File: config.mk
export PLATFORM = sky130hd
export DESIGN_NAME = reg_dump_reader
export DESIGN_NICKNAME = d
export VERILOG_FILES = /design/src/rtl/rv_pkg.sv /design/src/rtl/reg_dump_reader.sv
export SDC_FILE = /design/constraint.sdc
export NUM_CORES = 1
export LEC_CHECK = 0
export ABC_AREA = 1
export BUFFER_PORTS_ARGS = -buffer_cell sky130_fd_sc_hd__buf_4
export CAP_MARGIN = 30
export CORE_AREA = 10 10 96 81
export CTS_CLUSTER_SIZE = 40
export DETAILED_ROUTE_END_ITERATION = 16
export DIE_AREA = 0 0 106 91
export HOLD_SLACK_MARGIN = 0.15
export PLACE_DENSITY = 0.82
export SYNTH_ARGS = -nofsm -noshare
export SYNTH_HDL_FRONTEND = slang
export SYNTH_SLANG_ARGS = --single-unit
File: constraint.sdc
create_clock -name clk -period 1.4 [get_ports clk]
set_clock_uncertainty 0.05 [all_clocks]
set_input_delay 0.28 -clock clk [delete_from_list [all_inputs] [get_ports clk]]
set_output_delay 0.28 -clock clk [all_outputs]
set_load 0.01 [all_outputs]
File: src/rtl/rv_pkg.sv
// Shared register-file constants and the dump FSM state encoding,
// also consumed by the trace controller.
package rv_pkg;

  localparam int unsigned REG_ADDR_W = 5;
  localparam int unsigned XLEN       = 32;
  localparam int unsigned NUM_REGS   = 32;

  typedef enum logic [1:0] {
    IDLE  = 2'd0,
    RUN   = 2'd1,
    DRAIN = 2'd2
  } dump_state_t;

endpackage

File: src/rtl/reg_dump_reader.sv
// Walks a contiguous, optionally wrapping, register range through one read
// port and streams {address, data} pairs over a valid/ready handshake.
module reg_dump_reader
  import rv_pkg::*;
#(
  parameter int unsigned ADDR_W = REG_ADDR_W,
  parameter int unsigned DATA_W = XLEN
) (
  input  logic              clk,
  input  logic              rst,
  input  logic              start,
  input  logic [ADDR_W-1:0] first_addr,
  input  logic [ADDR_W-1:0] last_addr,
  output logic [ADDR_W-1:0] rf_addr,
  input  logic [DATA_W-1:0] rf_data,
  output logic              out_valid,
  input  logic              out_ready,
  output logic [ADDR_W-1:0] out_addr,
  output logic [DATA_W-1:0] out_data,
  output logic              busy,
  output logic              done
);

  dump_state_t       state_q, state_d;
  logic [ADDR_W-1:0] cur_q, cur_d;
  logic [ADDR_W-1:0] last_q, last_d;
  logic [ADDR_W-1:0] rf_addr_q, rf_addr_d;
  logic [ADDR_W-1:0] out_addr_q, out_addr_d;
  logic [DATA_W-1:0] out_data_q, out_data_d;
  logic              out_valid_q, out_valid_d;
  logic              busy_q, busy_d;
  logic              done_q, done_d;
  logic              slot_free;

  // Next-state and output-register logic
  always_comb begin
    state_d     = state_q;
    cur_d       = cur_q;
    last_d      = last_q;
    out_addr_d  = out_addr_q;
    out_data_d  = out_data_q;
    out_valid_d = out_valid_q;
    done_d      = 1'b0;
    slot_free   = !out_valid_q || out_ready;

    unique case (state_q)
      IDLE: begin
        if (start) begin
          cur_d   = first_addr;
          last_d  = last_addr;
          state_d = RUN;
        end
      end
      RUN: begin
        if (slot_free) begin
          out_valid_d = 1'b1;
          out_addr_d  = cur_q;
          // x0 storage is never written, so its raw read value is meaningless
          out_data_d  = (cur_q == '0) ? '0 : rf_data;
          if (cur_q == last_q) begin
            state_d = DRAIN;
          end else begin
            cur_d = cur_q + ADDR_W'(1);
          end
        end
      end
      DRAIN: begin
        if (out_valid_q && out_ready) begin
          out_valid_d = 1'b0;
          done_d      = 1'b1;
          state_d     = IDLE;
        end
      end
      default: begin
        state_d = IDLE;
      end
    endcase

    // Read address and busy derive only from the upcoming state and cursor
    busy_d    = (state_d != IDLE);
    rf_addr_d = (state_d == RUN) ? cur_d : '0;
  end

  // State and output registers
  always_ff @(posedge clk or negedge rst) begin
    if (!rst) begin
      state_q     <= IDLE;
      cur_q       <= '0;
      last_q      <= '0;
      rf_addr_q   <= '0;
      out_addr_q  <= '0;
      out_data_q  <= '0;
      out_valid_q <= 1'b0;
      busy_q      <= 1'b0;
      done_q      <= 1'b0;
    end else begin
      state_q     <= state_d;
      cur_q       <= cur_d;
      last_q      <= last_d;
      rf_addr_q   <= rf_addr_d;
      out_addr_q  <= out_addr_d;
      out_data_q  <= out_data_d;
      out_valid_q <= out_valid_d;
      busy_q      <= busy_d;
      done_q      <= done_d;
    end
  end

  assign rf_addr   = rf_addr_q;
  assign out_valid = out_valid_q;
  assign out_addr  = out_addr_q;
  assign out_data  = out_data_q;
  assign busy      = busy_q;
  assign done      = done_q;

endmodule

# Word-level counts from Yosys, hierarchy flattened
# Cells that the tools add are included.
# W data, S select, Z words.
# word_totals
ff_bits	57
inputBits	46
wordCells	42
# classes
n_addsub	1
eq_ne	6
mux	16
n_reduce_logical	10
# op_table
op	count
$mux W32	1
$mux W5	4
$pmux W5 S2	1
$mux W2	4
$pmux W2 S3	1
$add A5 B1 Y5 const B	1
$eq A5 B5 Y1	1
$logic_not A5 Y1	1
$eq A2 B1 Y1 const B	2
$mux W1	4
$ne A2 B2 Y1 const B	2
$reduce_and A2 Y1	2
$reduce_bool A2 Y1	2
$reduce_and A3 Y1	1
$eq A2 B2 Y1 const B	1
$logic_not A2 Y1	1
$pmux W1 S2	1
$logic_and A1 B1 Y1	1
$logic_not A1 Y1	1
$logic_or A1 B1 Y1	1

# Logic depth before layout (Yosys ltp)
# logic_depth
depth_word	6
ltp_mapped	10
mapped_depth_nobuf	10

# Worst setup path after synthesis
# Ideal clock, no wire load.
# synth_path
path_kind	register -> register
startpoint	register cur_q[0]
endpoint	register out_data_q[10], in the netlist out_data[10]
arrival_ps	1260
slack_ps	25
stages_incl_launch_ff	7
period_less_slack_ps	1375
path_cell_list	dfrtp_1 -> inv_1 -> ha_1 -> nand4_1 -> clkbuf_1 -> nand3_1 -> nand2_1
# synth_between
elab_chain_len	2
# synth_rtl
item	line_no	source
start, declared	reg_dump_reader.sv:25	logic [ADDR_W-1:0] cur_q, cur_d;
start signal, assigned	reg_dump_reader.sv:98	cur_q <= cur_d;
$logic_not A5 Y1	reg_dump_reader.sv:59	out_data_d = (cur_q == '0) ? '0 : rf_data;
$mux W32	reg_dump_reader.sv:59	
end signal, assigned	reg_dump_reader.sv:102	out_data_q <= out_data_d;
end, declared	reg_dump_reader.sv:29	logic [DATA_W-1:0] out_data_q, out_data_d;
# Every way passes these cells.
# A chain may end at the register's enable or synchronous reset.

# Final worst setup path
# layout_path
startpoint	register cur_q[0]
endpoint	register rf_addr_q[4], in the netlist rf_addr[4]
# layout_between
elab_chain_len	6
word_cells_on_any_way	10
cone_classes	add/sub: 1; eq/ne: 2; mux: 7
# layout_rtl
item	line_no	source
parallel branches: the longest is 5 deep, another holds $add A5 B1 Y5	n/a	
$mux W5 (*)	reg_dump_reader.sv:81	rf_addr_d = (state_d == RUN) ? cur_d : '0;
net rf_addr_d[4]	reg_dump_reader.sv:27	logic [ADDR_W-1:0] rf_addr_q, rf_addr_d;
end signal, assigned	reg_dump_reader.sv:100	rf_addr_q <= rf_addr_d;
end, declared	reg_dump_reader.sv:27	
# Mark *: on every way through the listed nets, which the timed path passes.

==> results.py <==
metrics = {
    "outcome": {
        "status": "finished, violations left",
        "violations": "setup timing",
    },
    "worst_setup_path": {
        "cp.arrival_ns": 1.70,
        "reg2reg_to": "rf_addr[4]",
        "ff2ff_setup_slack_ns": -0.14,
        "critPathLaunchType": "register",
        "crit_required_ns": 1.56,
        "r2r_start": "cur_q[0]",
        "crit_type": "reg2reg",
        "path_max_fanout": 7,
        "critPathCaptureType": "register",
        "reg2reg_depth": 8,
    },
    "sta": {
        "fin_crit_ns": 1.54,
        "setup-tns-final_ns": -1.28,
        "rsz0062_at_grt": "yes",
        "hold_viol_final": 0,
        "fin_ws_ns": -0.141,
        "fin_hold_ws_ns": 0.166,
        "slew_violations": 0,
        "final.period_utilization_pct": 110,
        "finalSetupViolCount": 25,
        "worstMarginPinSlew_ns": 0.382,
        "max_slew_margin_pct": 74.5,
        "timing.fmax_mhz": 649,
    },
    "placed_design": {
        "port_buffers": 90,
        "place_inst": 465,
        "place_ws_ns": -0.0991,
        "gp_congestion": 0.876,
        "dpl_cell_area_um2": 3390,
        "dp_hpwl_mm": 5.37,
    },
    "finish": {
        "areaGrowthSynthToFinish_pct": 64.1,
        "design_area_um2": 4120,
        "nets": 490,
        "layout-drive-gt1-share_pct": 36.5,
        "final_cells": 531,
        "fin_util_pct": 70.8,
    },
    "synthesis": {
        "syn_nets": 336,
        "ys_seq_area_share_pct": 56.9,
        "avgSynthCellArea_um2": 8.71,
        "synth_cell_types": 24,
        "ys_ff_latch": 57,
        "syn_inst": 288,
        "synthesis.area_um2": 2510,
        "yosysWarnings": 0,
    },
    "floorplan": {
        "ios": 91,
        "rows": 25,
        "initial_core_util_pct": 43.1,
        "die_w_um": 106,
        "dieArea_um2": 9650,
        "core_area_um2": 5820,
        "die_y_um": 91,
    },
    "global_routing": {
        "grt_pass1_vias": 2501,
        "grt_max_degree": 36,
        "grt_pass1_wl_mm": 12.7,
        "grt_overflow": 0,
        "grt_antenna_before_repair": 3,
        "groute.usage.overall_pct": 16.3,
    },
    "clocking": {
        "cts_made_buffers": 9,
        "cts_tree": "built",
        "clock_sinks": 57,
        "cts_buffer_depth": 2,
        "clk_latency_ns": 0.34,
        "clk_pin_slew_ns": 0.07,
        "htree_num_levels": 3,
        "cts_root_buf": "clkbuf_8",
    },
    "min_path": {
        "hp-start": "out_ready",
        "holdPathEnd": "done",
        "hp-class": "in2reg",
        "holdPathStages": 3,
    },
    "detailed_routing": {
        "routed.top_layer": "met4",
        "met1_length_mm": 3.50,
        "finalWirelength_mm": 8.26,
        "drc": 0,
        "first_pass_iters": 4,
        "num_vias": 2594,
        "drt_first_iter_violations": 222,
        "via_per_inst": 4.89,
        "wl_met3_um": 555,
        "postRouteAntennaNets": 0,
        "wl_met2_mm": 4.07,
        "wl_per_cell_um": 15.6,
    },
    "job": {
        "cap_violations": 0,
    },
    "power_and_ir_drop": {
        "ir_worst_vdd_mv": 1.58,
        "fin_total_pwr_mw": 8.72,
        "p_per_area_nw_per_um2": 2120,
        "p_leak_nw": 2.16,
    },
}
cell families (layout without fill, tap and decap cells):
kind of cell             Yosys count  in the layout  share of synthesized area [%]
XOR/XNOR                           1              1                          0.349
adder cells (fa/ha/maj)            2              2                          0.997
flip-flops                        57             57                           56.9
other                              0              3                              0
AO/OA/AOI/OAI                     24             24                           5.64
buffers and inverters             29            188                           4.94
AND/OR/NAND/NOR                  175            175                           31.2
worst max-delay path: stages, from the launching register on:
cell	delay (ns)
dfrtp_2	0.44
nor2_1	0.11
nor2_1	0.07
nor2_2	0.13
nand3_4	0.12
inv_2	0.09
nand2_2	0.06
a21oi_4	0.25
a21oi_1	0.10
cells in the mapped netlist:
cell type	count	share of area, %
nand2_1	112	17
dfrtp_1	57	57
nand3_1	41	8.2
o21ai_0	13	2.6
inv_1	9	1.3
clkbuf_1	7	1.0
inv_2	7	1.0
a21oi_1	6	1.2
nor2_1	6	0.90
a22oi_1	4	1.2
nand4_1	4	1.0
buf_2	3	0.60
buf_4	3	0.90
nand2_2	3	0.75
nor2_4	3	1.3
ha_1	2	1.0
a21oi_4	1	0.65
nand2_4	1	0.45
nand3_2	1	0.40
nand3_4	1	0.70
nand3b_1	1	0.30
nor2_2	1	0.25
nor3_1	1	0.20
xnor2_1	1	0.35
registers in the layout (all words and copies together) (netlist names):
| signal | cells |
|---|---|
| done | 1 |
| out_valid | 1 |
| busy | 1 |
| out_data | 32 |
| cur_q | 5 |
| state_q | 2 |
| last_q | 5 |
| out_addr | 5 |
| rf_addr | 5 |
routing by layer:
| metal | vias up | GRT usage (%) |
|---|---|---|
| li1 | 1243 | - |
| met1 | 1224 | 19.7 |
| met2 | 113 | 25.8 |
| met3 | 14 | 5.08 |
| met4 | 0 | 8.22 |
| met5 | - | 0 |
final cells by class:
type | count | area, um^2
fillers | 467 | 1700
flip-flops and latches | 57 | 1430
repair buffers | 156 | 1320
multi-input cells | 202 | 997
clock buffers | 10 | 138
well taps | 81 | 101
clock inverters | 6 | 67.6
inverters | 16 | 62.6
diodes | 3 | 7.51
layout by cell type (no fill, tap or decap), types with 2 or more instances in the layout:
cell	n
a21oi_1	5
a22oi_1	4
buf_12	2
buf_4	113
buf_6	2
clkbuf_8	10
clkinv_4	2
clkinvlp_4	2
dfrtp_1	56
diode_2	3
dlygate4sd3_1	38
inv_1	8
inv_2	7
nand2_1	108
nand2_2	7
nand3_1	39
nand3_2	3
nand4_1	4
nor2_1	6
nor2_4	3
o21ai_0	13
what timing repair did:
action                                  in CTS  in global routing
endpoints found under the setup margin      40                 49
gates resized for setup                      3                 12
hold buffers                                38                  0
pin swaps                                    2                  5
cloned                                       0                  1
setup buffers                                4                  4
hold endpoints to repair                    65                  0
how the worst max path moves through the flow:
| stage | slack (ns) | to | cells past startpoint | start |
|---|---|---|---|---|
| 3_5_place_dp | -0.1 | busy | 9 | cur_q[4] |
| 2_1_floorplan | 0.02 | out_data[10] | 6 | cur_q[0] |
| 6_report | -0.14 | rf_addr[4] | 8 | cur_q[0] |
| 5_1_grt | -0.23 | busy | 8 | cur_q[0] |
| 3_3_place_gp | -0.04 | busy | 6 | state_q[0] |
| 4_1_cts | -0.08 | busy | 9 | cur_q[0] |
report_power, final:
group / leakage, nW / internal (mW) / switching [mW]
clock network: 0.0985 / 0.871 / 0.671
registers: 0.704 / 2.43 / 0.483
logic: 1.36 / 2.00 / 2.27
total: 2.16 / 5.30 / 3.42
Power figures use the tool's default switching activity.
